<file path="config.mk">
export PLATFORM = sky130hd
export DESIGN_NAME = result_serializer
export DESIGN_NICKNAME = d
export VERILOG_FILES = /design/src/rtl/watchdog_pkg.sv /design/src/rtl/result_serializer_ack_sync.sv /design/src/rtl/result_serializer.sv
export SDC_FILE = /design/constraint.sdc
export NUM_CORES = 1
export LEC_CHECK = 0
export ABC_AREA = 0
export CAP_MARGIN = 10
export CORE_MARGIN = 2
export CORE_UTILIZATION = 49
export CTS_CLUSTER_DIAMETER = 120
export CTS_CLUSTER_SIZE = 10
export DETAILED_ROUTE_END_ITERATION = 6
export PLACE_DENSITY = 0.74
export SYNTH_ARGS = -nofsm -noshare
export SYNTH_HDL_FRONTEND = slang
export SYNTH_SLANG_ARGS = --single-unit
</file>
<file path="constraint.sdc">
create_clock -name clk -period 2.7 [get_ports clk]
set_input_delay 0.405 -clock clk [delete_from_list [all_inputs] [get_ports clk]]
set_output_delay 0.405 -clock clk [all_outputs]
set_load 0.01 [all_outputs]
</file>
<file path="src/rtl/watchdog_pkg.sv">
// Shared definitions for the watchdog datapath output stage.
//   ser_state_t     : result_serializer FSM states
//   ERR_BYTE        : byte presented on out_byte while a frame is aborted
//   FRAME_LEN_*     : frame lengths in bytes (full result / no-result frame)
//   REGIME_NONE     : regime code meaning "no valid result"
//   frame_byte()    : selects byte idx of a frame from its fields
package watchdog_pkg;

    typedef enum logic [2:0] {
        IDLE    = 3'd0,
        SEND    = 3'd1,
        RELEASE = 3'd2,
        DONE    = 3'd3,
        ABORT   = 3'd4
    } ser_state_t;

    localparam logic [7:0] ERR_BYTE        = 8'hEE;
    localparam int         FRAME_LEN_FULL  = 10;
    localparam int         FRAME_LEN_SHORT = 2;
    localparam logic [2:0] REGIME_NONE     = 3'b000;

    // The last index of a frame is always the checksum, whatever the frame
    // length, so it is tested before the positional byte map.
    function automatic logic [7:0] frame_byte(
        input logic [3:0]  idx,
        input logic [3:0]  last_idx,
        input logic [7:0]  hdr,
        input logic [31:0] word_a,
        input logic [31:0] word_b,
        input logic [7:0]  chk
    );
        logic [7:0] b;
        if (idx == last_idx) begin
            b = chk;
        end else begin
            case (idx)
                4'd0:    b = hdr;
                4'd1:    b = word_a[31:24];
                4'd2:    b = word_a[23:16];
                4'd3:    b = word_a[15:8];
                4'd4:    b = word_a[7:0];
                4'd5:    b = word_b[31:24];
                4'd6:    b = word_b[23:16];
                4'd7:    b = word_b[15:8];
                4'd8:    b = word_b[7:0];
                default: b = chk;
            endcase
        end
        return b;
    endfunction

endpackage

</file>
<file path="src/rtl/result_serializer_ack_sync.sv">
// ack_sync: two-flop synchronizer for the asynchronous host_ack pin.
//   clk      in  : destination clock
//   rst_n    in  : asynchronous active-low reset, output resets to 0
//   async_in in  : asynchronous input
//   sync_out out : input resynchronised to clk (2 edges of latency)
module ack_sync (
    input  logic clk,
    input  logic rst_n,
    input  logic async_in,
    output logic sync_out
);

    logic meta_reg;
    logic sync_reg;

    always_ff @(posedge clk or negedge rst_n) begin
        if (!rst_n) begin
            meta_reg <= 1'b0;
            sync_reg <= 1'b0;
        end else begin
            meta_reg <= async_in;
            sync_reg <= meta_reg;
        end
    end

    assign sync_out = sync_reg;

endmodule

</file>
<file path="src/rtl/result_serializer.sv">
// result_serializer: latches one eigen-result on start and sends it as a
// framed byte stream, paced by a 4-phase valid/ack handshake with the host.
//   clk, rst_n      : clock, asynchronous active-low reset
//   start           : one-cycle pulse, result inputs valid
//   regime/word_a/b : result to send (regime 0 => header+checksum only)
//   host_ack        : asynchronous host acknowledge
//   busy            : frame in progress
//   out_byte        : current frame byte (8'hEE while aborting)
//   out_valid       : out_byte valid, held until acknowledged
//   done            : one-cycle pulse at end of frame (normal or aborted)
//   err             : last frame aborted by ack timeout, sticky until next start
module result_serializer #(
    parameter int         ACK_TIMEOUT = 1024,
    parameter logic [3:0] HDR_TAG     = 4'hA
) (
    input  logic        clk,
    input  logic        rst_n,
    input  logic        start,
    input  logic [2:0]  regime,
    input  logic [31:0] word_a,
    input  logic [31:0] word_b,
    input  logic        host_ack,
    output logic        busy,
    output logic [7:0]  out_byte,
    output logic        out_valid,
    output logic        done,
    output logic        err
);
    import watchdog_pkg::*;

    localparam int            TW         = $clog2(ACK_TIMEOUT + 1);
    // Counter reads ACK_TIMEOUT-1 on the last permitted cycle of a state.
    localparam logic [TW-1:0] TIMER_LAST = TW'(ACK_TIMEOUT - 1);

    ser_state_t    state_reg, state_next;
    logic [3:0]    idx_reg, idx_next;
    logic [7:0]    xor_reg, xor_next;
    logic [TW-1:0] timer_reg;
    logic [2:0]    regime_reg;
    logic [31:0]   word_a_reg, word_b_reg;
    logic          start_pend_reg;

    logic          busy_reg, busy_next;
    logic [7:0]    out_byte_reg, out_byte_next;
    logic          out_valid_reg, out_valid_next;
    logic          done_reg, done_next;
    logic          err_reg, err_next;

    logic          ack_s;
    logic          accept;
    logic          timeout;
    logic [3:0]    last_idx;
    logic [7:0]    hdr_byte;
    logic [7:0]    cur_byte;

    ack_sync u_ack_sync (
        .clk      (clk),
        .rst_n    (rst_n),
        .async_in (host_ack),
        .sync_out (ack_s)
    );

    // A start is taken whenever the FSM is idle or finishing a frame (so a
    // start during the done pulse is not lost); the frame begins one edge
    // later from the pending flag, which keeps outputs one cycle behind start.
    assign accept   = start && !start_pend_reg &&
                      (state_reg == IDLE || state_reg == DONE || state_reg == ABORT);
    assign timeout  = (timer_reg == TIMER_LAST);
    assign last_idx = (regime_reg == REGIME_NONE) ? 4'(FRAME_LEN_SHORT - 1)
                                                  : 4'(FRAME_LEN_FULL - 1);
    assign hdr_byte = {HDR_TAG, 1'b0, regime_reg};
    assign cur_byte = frame_byte(idx_reg, last_idx, hdr_byte, word_a_reg, word_b_reg, xor_reg);

    // State register
    always_ff @(posedge clk or negedge rst_n) begin
        if (!rst_n) begin
            state_reg <= IDLE;
        end else begin
            state_reg <= state_next;
        end
    end

    // Next-state and datapath update
    always_comb begin
        state_next = state_reg;
        idx_next   = idx_reg;
        xor_next   = xor_reg;
        case (state_reg)
            IDLE: begin
                if (start_pend_reg) state_next = SEND;
            end
            SEND: begin
                // An ack on the final permitted cycle still counts.
                if (ack_s) begin
                    xor_next   = xor_reg ^ cur_byte;
                    state_next = RELEASE;
                end else if (timeout) begin
                    state_next = ABORT;
                end
            end
            RELEASE: begin
                if (!ack_s) begin
                    if (idx_reg == last_idx) begin
                        state_next = DONE;
                    end else begin
                        idx_next   = idx_reg + 4'd1;
                        state_next = SEND;
                    end
                end else if (timeout) begin
                    state_next = ABORT;
                end
            end
            DONE:    state_next = IDLE;
            ABORT:   state_next = IDLE;
            default: state_next = IDLE;
        endcase
        if (accept) begin
            idx_next = 4'd0;
            xor_next = 8'h00;
        end
    end

    // Output decode from the next state, so every output is a flop that
    // changes on the same edge as the state it describes.
    always_comb begin
        busy_next      = (state_next != IDLE);
        out_valid_next = (state_next == SEND);
        done_next      = (state_next == DONE) || (state_next == ABORT);
        out_byte_next  = out_byte_reg;
        case (state_next)
            IDLE:    out_byte_next = 8'h00;
            SEND:    out_byte_next = frame_byte(idx_next, last_idx, hdr_byte,
                                                word_a_reg, word_b_reg, xor_next);
            ABORT:   out_byte_next = ERR_BYTE;
            default: out_byte_next = out_byte_reg;  // RELEASE/DONE hold the byte
        endcase
        if (accept) begin
            err_next = 1'b0;
        end else if (state_next == ABORT) begin
            err_next = 1'b1;
        end else begin
            err_next = err_reg;
        end
    end

    // Datapath and output registers
    always_ff @(posedge clk or negedge rst_n) begin
        if (!rst_n) begin
            idx_reg        <= 4'd0;
            xor_reg        <= 8'h00;
            timer_reg      <= '0;
            regime_reg     <= 3'b000;
            word_a_reg     <= 32'h0;
            word_b_reg     <= 32'h0;
            start_pend_reg <= 1'b0;
            busy_reg       <= 1'b0;
            out_byte_reg   <= 8'h00;
            out_valid_reg  <= 1'b0;
            done_reg       <= 1'b0;
            err_reg        <= 1'b0;
        end else begin
            idx_reg <= idx_next;
            xor_reg <= xor_next;
            if (state_next != state_reg) begin
                timer_reg <= '0;
            end else if (state_reg == SEND || state_reg == RELEASE) begin
                timer_reg <= timer_reg + 1'b1;
            end else begin
                timer_reg <= '0;
            end
            if (accept) begin
                regime_reg     <= regime;
                word_a_reg     <= word_a;
                word_b_reg     <= word_b;
                start_pend_reg <= 1'b1;
            end else if (state_reg == IDLE) begin
                start_pend_reg <= 1'b0;
            end
            busy_reg      <= busy_next;
            out_byte_reg  <= out_byte_next;
            out_valid_reg <= out_valid_next;
            done_reg      <= done_next;
            err_reg       <= err_next;
        end
    end

    assign busy      = busy_reg;
    assign out_byte  = out_byte_reg;
    assign out_valid = out_valid_reg;
    assign done      = done_reg;
    assign err       = err_reg;

endmodule
</file>
# Word level (Yosys, flattened, before mapping)
# Cells that the tools add are included.
# totals
register_bits	108
latch_bits	0
mem_bits_rw	0
romBits	0
input_bits	71
out_inout_bits	12
word_cells	86
memories	0
# op_classes
addsub	2
n_mul	0
div_mod_pow	0
order_cmp	0
eq_ne	27
shift	0
mux	25
bitwise	1
reduce_logical	16
# op_table
op	count
one-hot mux 8 bit (9 select lines)	2
two-way mux 8 bit	5
equality test 4 x 3 -> 1 bit, second input constant	8
one-hot mux 8 bit (3 select lines)	1
two-way mux 11 bit	2
two-way mux 4 bit	5
equality test 4 x 2 -> 1 bit, second input constant	4
two-way mux 3 bit	4
adder 11 x 1 -> 11 bit, second input constant	1
equality test 11 x 10 -> 1 bit, second input constant	1
equality test 3 x 2 -> 1 bit, second input constant	3
zero test 3 bit	3
one-hot mux 3 bit (3 select lines)	1
equality test 4 x 1 -> 1 bit, second input constant	2
equality test 4 bit	2
equality test 4 bit, second input constant	2
zero test 4 bit	2
bitwise XOR 8 bit	1
equality test 3 x 1 -> 1 bit, second input constant	2
equality test 3 bit, second input constant	2
nonzero test 3 bit	2
adder 4 x 1 -> 4 bit, second input constant	1
logical OR 1 bit	4
two-way mux 1 bit	4
other kinds (5)	7

# Longest topological paths before layout
# depth
depth_word	11
ltp_mapped	13
depth_no_buf	10

# Hierarchy
# From an unflattened synthesis, not the netlist that was laid out.
# hier_totals
cells_unflattened	677
area_unflattened_um2	5858.1
# by_module_without_submodules
mod	n_inst	cells_each	area_per_inst_um2
result_serializer	1	675	5808.1
ack_sync	1	2	50.0

# Worst setup path after synthesis
# No wires, ideal clock.
# synth_path
path_kind	register -> register
from	register idx_reg[1]
to	register out_byte_reg[3], in the netlist out_byte[3]
setup_time_ns	0.124
arrival_time_ns	2.482
required_ns	2.576
slack_ns	0.095
path_stages_with_launch	13
path_buffers	2
period_less_slack_ns	2.605
cell_sequence	dfrtp_1 -> inv_1 -> ha_1 -> clkbuf_1 -> nor2b_1 -> o21a_1 -> nor2_1 -> or2_2 -> clkbuf_1 -> a32o_1 -> a211oi_2 -> o2111a_1 -> o21ai_1
# synth_via
elab_chain_len	10
elab_cells_between_ends	41
cone_classes	add/sub: 1; eq/ne: 20; mux: 15; bitwise: 1; reduce/logical: 4
# synth_rtl
element	line	text
start: declaration	result_serializer.sv:36	logic [3:0] idx_reg, idx_next;
start signal: assignment	result_serializer.sv:162	idx_reg <= idx_next;
parallel branches: the longest is 10 deep, another holds adder 4 x 1 -> 4 bit	--	
end signal: assignment	result_serializer.sv:180	out_byte_reg <= out_byte_next;
end: declaration	result_serializer.sv:44	logic [7:0] out_byte_reg, out_byte_next;
# Several ways; the timed one is not identified.
# A chain may end at the register's enable or synchronous reset.

# Worst setup path after layout
# layout_path
from	register state_reg[0]
to	register out_byte_reg[2], in the netlist out_byte[2]
# layout_via
elab_chain_len	9
elab_cells_between_ends	34
cone_classes	eq/ne: 15; mux: 12; reduce/logical: 7
# layout_rtl
element	line	text
start: declaration	result_serializer.sv:35	ser_state_t state_reg, state_next;
start signal: assignment	result_serializer.sv:79	state_reg <= state_next;
equality test 3 x 2 -> 1 bit or zero test 3 bit (tied branches)	result_serializer.sv:67, result_serializer.sv:88	
logical OR 1 bit (2 in a row)	result_serializer.sv:67	(state_reg == IDLE || state_reg == DONE || state_reg == ABORT);
logical AND 1 bit	result_serializer.sv:66	assign accept = start && !start_pend_reg &&
two-way mux 4 bit	result_serializer.sv:117	if (accept) begin
equality test 4 bit (tied with other cells)	watchdog_pkg.sv:36	case (idx)
one-hot mux 8 bit (9 select lines)	watchdog_pkg.sv:36	
two-way mux 8 bit	watchdog_pkg.sv:33	if (idx == last_idx) begin
one-hot mux 8 bit (3 select lines)	result_serializer.sv:130	case (state_next)
# Parallel ways exist; a longest one is shown, timed or not.

==> impl_metrics.csv <==
group,metric,value,unit
logic_synthesis,synth-warning-count,0,
logic_synthesis,yosysTopAreaCell,"dfrtp_1",
logic_synthesis,synth_area_leaders,"dfrtp_1 (48%), mux2_2 (13%), a22oi_1 (3.0%)",
pwr,power.leakage,3.14,nW
timing,timing.final.max_slew_violations,0,
pwr,switchingPower,2.92,mW
timing,setup_violations,0,
pwr,power.total,7.79,mW
critical_path,slowest_delay,580,ps
pwr,switching_share,0.375,
layout,seqCellArea,0.00270,mm^2
routing,vias,4860,
logic_synthesis,synth_commonest_cells,"dfrtp_1 (108), mux2_2 (66), nand2_1 (45)",
layout,multiInputGateArea,0.00285,mm^2
critical_path,reg2reg_from,"state_reg[0]",
floorplan,die_area,0.0124,mm^2
layout,final_cells,812,
clock_tree,cts_buffer_depth,2,
critical_path,cp_slowest_cell,"or4b_4",
critical_path,crit_start,"state_reg[0]",
global_routing,grt_usage,0.278,
place,gp_congestion,0.971,
timing,finalHoldViolCount,0,
global_routing,grt_pass1_vias,4909,
clock_tree,cts_htree_levels,3,
clock_tree,clk_pin_slew_worst_paths,70,ps
global_routing,grt_first_pass_wirelength,26.8,mm
timing,worst_slew_pin_slew,545,ps
logic_synthesis,yosysTopAreaCellShare,0.477,
global_routing,antenna_found_initial,0,
critical_path,required,2940,ps
clock_tree,cts_sinks,108,
floorplan,die_h,112,um
layout,diodes,0,
logic_synthesis,synth_edf_count,0,
logic_synthesis,ys_ff_latch,108,
clock_tree,cts_root_buf,"clkbuf_16",
timing,skew,5.56,ps
min_path,worstHoldPathType,"in -> async",
logic_synthesis,async_flop_share,1.00,
run_status,status,"completed",
logic_synthesis,postSynthCellCount,527,
pwr,intPower,4.87,mW
logic_synthesis,synth-seq-area-share,0.477,
pwr,power_density,1040,mW/mm^2
critical_path,path_depth,9,
floorplan,io-pin-count,83,
critical_path,end_kind,"flop",
flow_run,drv_cap,0,
logic_synthesis,synth_area,0.00567,mm^2
routing,drc,0,
timing,rsz0062_at_grt,"true",
floorplan,die_width,112,um
place,dp_hpwl,12.8,mm
timing,period_share,0.976,
logic_synthesis,syn_avg_cell_area,10.8,um^2
critical_path,reg2regPathDepth,9,
routing,ant_nets,0,
timing,post-route-min-period,2640,ps
layout,fin_nets,740,
critical_path,cp_max_fo,9,
pwr,combPwrFrac,0.436,
floorplan,core-area,0.0114,mm^2
place,placedCellCount,796,
routing,drtPass1Iterations,5,
timing,fmax,379,MHz
global_routing,gr-total-overflow,0,
pwr,vdd_ir_drop_max,756,uV
routing,via_per_inst,5.99,
pwr,clockPowerShare,0.184,
logic_synthesis,synth_flop_cell,"dfrtp_1",
global_routing,grt_max_degree,44,
timing,slew-limit-headroom,0.636,
routing,wl_per_cell,20.7,um
critical_path,crit_family,"simple AND/OR/NAND/NOR gates",
logic_synthesis,synth.most_common_cell,"dfrtp_1",
critical_path,cp.arrival,2880,ps
logic_synthesis,synth_cell_types,73,
clock_tree,cts_buffers,9,
floorplan,fp-row-count,39,
place,port_buffers,82,
logic_synthesis,synthesis.nets,603,
clock_tree,clk_latency,360,ps
critical_path,crit_top_cell,"and3_1",
routing,drt-total-wl,16.8,mm
floorplan,initial_core_util,0.498,
timing,hold-worst-slack,31.6,ps
layout,drive_gt1_frac,0.284,
routing,drtIter0Drc,391,
layout,fillers,922,
critical_path,crit_chain,"or4b_4, nor3b_2, a21o_2, buf_4, o21ai_2, and3_1, nor4_1, and3_1, o21ai_1",
pwr,seqPwrFrac,0.380,
critical_path,criticalPathCategory,"reg -> reg",
critical_path,crit_buf_inv,1,
layout,area_delta_synth_final,31.7,%
clock_tree,cts_tree,"done",
critical_path,worstSetupStartpointType,"flop",
## placed cells by master, fill, tap and decap left out, types with 7 or more instances in the layout
| cell | Yosys | layout |
|---|---|---|
| a22oi_1 | 23 | 23 |
| and3_1 | 7 | 7 |
| a211oi_1 | 8 | 8 |
| mux2_2 | 66 | 66 |
| a21oi_1 | 27 | 27 |
| nor2_1 | 38 | 38 |
| nand3_1 | 18 | 18 |
| nand2_1 | 45 | 45 |
| clkbuf_16 | 0 | 9 |
| buf_4 | 1 | 74 |
| xor2_1 | 10 | 10 |
| o21ai_0 | 7 | 7 |
| clkdlybuf4s50_1 | 0 | 81 |
| dfrtp_1 | 108 | 108 |
| o21ai_1 | 15 | 15 |
## metrics by stage
| step | area [um^2] | setup TNS (ps) | utilization | worst slack, ps |
|---|---|---|---|---|
| after floorplan | 5670 | 0 | - | 94.6 |
| after global placement | 7100 | 0 | 0.624 | 93.1 |
| after detailed placement | 7100 | 0 | 0.624 | 72.5 |
| after CTS | 7420 | 0 | 0.653 | 54.6 |
| after global routing | 7460 | -8.54 | 0.656 | -8.54 |
| final | 7460 | 0 | 0.656 | 64.5 |
## kinds of logic (layout without fill, tap and decap cells)
logic type,count (synthesis),in the layout,share of synthesized area
and+or+nand+nor,155,155,0.148
AOI/OAI and AO/OA,137,137,0.170
DFF,108,108,0.477
muxes,72,72,0.142
buffers and inverters,34,176,0.0269
xor gates and xnor gates,16,16,0.0247
adders and majority gates,5,5,0.0110
## area by class of cell
cell class | instances | area share
timing repair buffer | 156 | 0.186
sequential | 108 | 0.362
clock inverter | 7 | 0.0132
multi-input combinational | 385 | 0.383
tap | 143 | 0.0240
clock buffer | 9 | 0.0302
inverter | 4 | 0.00201
## metal layers
| metal | GRT usage | vias to the layer above | routed length, um |
|---|---|---|---|
| met5 | 0 | - | 0 |
| met4 | 0.0848 | 0 | 370 |
| met3 | 0.0653 | 30 | 1170 |
| met2 | 0.436 | 204 | 7650 |
| met1 | 0.388 | 2398 | 7590 |
| li1 | - | 2228 | - |
## power by group through the flow
stage	sequential (mW)	combinational, mW	clock [mW]
floorplan	2.72	2.10	0
global placement	2.96	3.25	0
detailed placement	2.96	3.32	0
CTS	2.93	3.35	1.46
global route	3.02	3.67	1.53
finish	2.97	3.40	1.43
## what timing repair did
action | CTS | global route
resized for setup | 0 | 7
hold buffers | 0 | 0
setup endpoints to repair | 0 | 6
setup buffers | 0 | 0
## path summary, 6_finish.rpt
path	to	slack, ps
max	out_byte[2]	60
min	timer_reg[8]	30
max reg2reg	out_byte[2]	60
min reg2reg	u_ack_sync.sync_out	400
max in group asynchronous	word_a_reg[8]	2020
min in group clk	u_ack_sync.sync_out	400
Power figures use the tool's default switching activity.
==> edit 1 (same settings) <==
Reset style: synchronous (`rst_n`), changed in 3 clocked blocks. Comments in the files are not updated.
--- a/src/rtl/result_serializer_ack_sync.sv
+++ b/src/rtl/result_serializer_ack_sync.sv
@@ -14,5 +14,5 @@
     logic sync_reg;
 
-    always_ff @(posedge clk or negedge rst_n) begin
+    always_ff @(posedge clk) begin
         if (!rst_n) begin
             meta_reg <= 1'b0;
--- a/src/rtl/result_serializer.sv
+++ b/src/rtl/result_serializer.sv
@@ -73,5 +73,5 @@
 
     // State register
-    always_ff @(posedge clk or negedge rst_n) begin
+    always_ff @(posedge clk) begin
         if (!rst_n) begin
             state_reg <= IDLE;
@@ -145,5 +145,5 @@
 
     // Datapath and output registers
-    always_ff @(posedge clk or negedge rst_n) begin
+    always_ff @(posedge clk) begin
         if (!rst_n) begin
             idx_reg        <= 4'd0;
Check against the original RTL: differs if rst_n is asserted again (counterexample within 4 cycles, from zero or initial values and one cycle with rst_n low); with rst_n held inactive, the same outputs for 10 cycles.
==> edit 1 against the original RTL <==
  * The run now ends with design-rule violations left
  * Highest routed layer unchanged
  * Routed wire length increased by 7.0%
  * Design area decreased by 6.5%
  * Sequential cell count unchanged
  * Global-route usage increased by 2.8 points
  * Worst setup slack improved by 0.013 ns
  * Synthesized area decreased by 3.6%
  * Die area decreased by 3.5%
Power is not compared: it rests on default switching activity, and its combinational part moved more than twofold at a synthesized area within 25%.
==> edit 1: results (changes against the original RTL) <==
Run status
Status: finished, violations left (was completed). The checks that failed: design-rule violations.

STA
The actual slew at the worst max-slew pin is 0.5342 ns (was 0.5454 ns). The clock skew after layout was 0.01782 ns (was 0.005556 ns).

Route
The routed wire length came to 17.95 mm (was 16.78 mm). The number of design rule violations left after detail routing is 24 (was 0). The violation count after the first detailed-route iteration is 671 (was 391). The met1 layer wirelength in the final routing is 7.542 mm (was 7.587 mm). The via count of the routed design came to 5637 (was 4860).

Critical path
The kind of cell adding the most delay to the critical path was compound AO/OA/AOI/OAI gates (was simple AND/OR/NAND/NOR gates). The worst path arrival time came to 2.90 ns (was 2.88 ns).

GRT
The wire length of the first global-routing pass is 28.19 mm (was 26.79 mm). The met1 routing resource usage after global routing was 38.42% (was 38.78%). The via count of the first global-routing pass is 5424 (was 4909).

The largest net degree at the start of global routing is 59 (was 44).

Synthesis
The portion of netlist area occupied by mux cells came to 2.176% (was 14.18%). The netlist area before placement came to 5461 um2 (was 5665 um2). The async set-or-reset flop fraction in the synthesized netlist is 0% (was 100.0%). The post-synthesis cell count is 699 (was 527). The prevailing post-synth register cell is dfxtp_1 (was dfrtp_1). The distinct cell type count after synthesis is 71 (was 73). The post-synthesis net count was 775 (was 603).

CTS
The clock insertion delay at the later pin of the skew report is 0.38 ns (was 0.36 ns). The count of instances resized after the clock tree is built came to 2 (was 0). The CTS clock-pin slew for the worst setup and hold paths came to 0.11 ns (was 0.07 ns).

Finish
The share of final-layout standard cells stronger than drive strength 1 came to 14.82% (was 28.40%). The count of fill cells added during filler insertion came to 973 (was 922). The post-layout net count is 875 (was 740).

Placed design
The final weighted congestion of routability-driven global placement is 0.9407 (was 0.9705). The number of placed instances with taps included is 927 (was 796).

Min path
The type of the worst min-delay path is flip-flop to flip-flop (was input port to asynchronous set/reset pin).
## edit 1: cell types whose count changed in the layout (fill, tap and decap cells not counted), moves of 9 or more
cell / unedited run / this run
a21oi_1: 27 / 90
buf_4: 74 / 57
clkbuf_16: 9 / 0
clkbuf_8: 0 / 10
dfrtp_1: 108 / 0
dfxtp_1: 0 / 105
mux2_2: 66 / 7
nand2_1: 45 / 176
nor3_1: 2 / 13
o21ai_0: 7 / 16
o21ai_1: 15 / 4
## edit 1: cell type report
cell class | count | area [um2] | area share (%)
Multi-Input combinational cell | 525 | 3108 | 44.56
Sequential cell | 108 | 2168 | 31.09
Inverter | 12 | 45.04 | 0.6459
Tap cell | 140 | 175.2 | 2.512
Timing Repair Buffer | 143 | 1303 | 18.68
Clock buffer | 10 | 137.6 | 1.973
Clock inverter | 5 | 37.54 | 0.5382
## edit 1: logic make-up (layout without fill, tap and decap cells)
family / after synthesis / count (layout)
and+or+nand+nor: 281 / 281
AOI/OAI and AO/OA: 211 / 211
DFF: 108 / 108
buffers and inverters: 66 / 170
xor gates and xnor gates: 17 / 17
muxes: 11 / 11
adders and majority gates: 5 / 5
## edit 1: stage by stage
stage	total power [W]	worst slack, ns	setup TNS, ns
finish	0.003184	0.07790	0
floorplan	0.002021	0.03432	0
detailed placement	0.002280	-0.03015	-0.04535
CTS	0.003175	0.006682	0
global placement	0.002269	-0.09718	-0.09718
global route	0.003294	-0.002566	-0.002566
## edit 1: final timing paths
kind                            cells after the start     startpoint  slack, ns            end
worst max register to register                      9   state_reg[2]       0.08    out_byte[5]
worst min register to register                      2  timer_reg[10]       0.44  timer_reg[10]
worst min-delay path                                2  timer_reg[10]       0.44  timer_reg[10]
worst max-delay path                                9   state_reg[2]       0.08    out_byte[5]
==> edit 2 (same settings) <==
Made on the original files. Change the parameter `ACK_TIMEOUT` from 1024 to 2048.
--- a/src/rtl/result_serializer.sv
+++ b/src/rtl/result_serializer.sv
@@ -11,5 +11,5 @@
 //   err             : last frame aborted by ack timeout, sticky until next start
 module result_serializer #(
-    parameter int         ACK_TIMEOUT = 1024,
+    parameter int         ACK_TIMEOUT = 2048,
     parameter logic [3:0] HDR_TAG     = 4'hA
 ) (
Formal check against the unedited RTL: no difference found for any inputs over 10 cycles, from zero or initial values and one cycle with rst_n low; that may be too few to reach the edited logic, so the function may still have changed.
==> edit 2 against the original RTL <==
  * The run now ends with negative setup slack left
  * Design area rose by 3.6%
  * First-iteration DRC count rose by 52%
  * Sequential cell count rose by 1
  * Die area barely moved
  * Worst setup slack got worse by 0.20 ns
  * Fmax fell by 7.1%
  * Routed wire length rose by 1.2%
  * Power fell by 0.35%
  * Synthesized area barely moved
  * Combinational power fell by 4%
==> edit 2: results (changes against the original RTL) <==
Run status
Status: finished, violations left (was completed). The checks that failed: negative setup slack.

Placed design
The number of placed instances with taps included is 785 (was 796). The final weighted congestion of routability-driven global placement is 0.9771 (was 0.9705).

Finish
The final instance area is 7726 um2 (was 7461 um2). The multi-input combinational area share is 38.93% (was 38.25%). The count of multi-input gates is 376 (was 385). The number of non-clock inverters is 6 (was 4). The post-layout net count is 739 (was 740). The count of fill cells added during filler insertion is 880 (was 922). The sequential fraction of total cell area was 35.32% (was 36.22%). The final-layout clock buffer total was 13 (was 9).

Synthesis
The sequential fraction of the synthesis area was 48.12% (was 47.70%). The synthesized-area fraction occupied by adder cells is 1.104% (about the same). The xor and xnor fraction of the mapped netlist area was 2.627% (was 2.473%). The mean area per synthesized cell is 10.84 um2 (was 10.75 um2). The distinct cell type count after synthesis came to 67 (was 73). The portion of netlist area occupied by mux cells is 14.19% (was 14.18%).

The share of the synthesized area in compound gates (AO/OA/AOI/OAI) is 16.93% (was 17.01%).

Route
The number of search-and-repair iterations in the first detailed-routing pass is 6 (was 5). The via count of the routed design is 4928 (was 4860).

CTS
The number of setup buffers added after CTS is 5 (was 0).

GRT
The overall global routing resource usage is 28.11% (was 27.79%). The largest net degree at the start of global routing came to 110 (was 44). The via count of the first global-routing pass is 5001 (was 4909).

STA
The slack of the critical path is -0.1381 ns (was 0.06447 ns). The clock skew after layout is 0.01112 ns (was 0.005556 ns). The number of failing setup endpoints in the final timing report is 7 (was 0).

Power and ir drop
The maximum vdd ir drop came to 0.8100 mV (was 0.7563 mV).
==> edit 2: cells by family after synthesis <==
| logic type | after synthesis |
|---|---|
| buffers and inverters | 38 |
| adder cells (fa/ha/maj) | 5 |
| XOR/XNOR | 17 |
| flip-flops | 109 |
| AND/OR/NAND/NOR | 153 |
| multiplexers | 72 |
| AO/OA/AOI/OAI | 129 |
==> edit 2: worst max-delay path: stages, from the launching register on <==
cell,delay [ns]
dfrtp_1,0.39
or4b_4,0.58
or3_4,0.35
buf_4,0.14
and3_4,0.21
nand2_4,0.09
nor2_4,0.06
buf_4,0.14
a221oi_4,0.28
a41oi_2,0.17
a221o_1,0.31
==> edit 2: path summary, 6_finish.rpt <==
| kind | from | endpoint | slack (ns) | depth (start not counted) |
|---|---|---|---|---|
| min reg2reg | u_ack_sync.meta_reg | u_ack_sync.sync_out | 0.37 | 0 |
| min | rst_n | word_a_reg[4] | 0.06 | 2 |
| max in group asynchronous | rst_n | word_a_reg[14] | 2.13 | 2 |
| max reg2reg | state_reg[0] | out_byte[2] | -0.14 | 10 |
| max | state_reg[0] | out_byte[2] | -0.14 | 10 |
| min in group clk | u_ack_sync.meta_reg | u_ack_sync.sync_out | 0.37 | 0 |
==> edit 2: metal layers <==
layer	part of all wire, %	up-vias	GRT usage (%)
met5	0	-	0
met4	2.0	0	7.984
met3	8.3	32	9.309
met2	45	236	41.30
met1	45	2408	40.19
li1	-	2252	-
==> edit 2: report_power, final <==
group	switching [W]	internal (W)	total, W
clock	0.000593	0.000864	0.00146
combinational	0.00157	0.00172	0.00328
sequential	0.000725	0.00230	0.00302
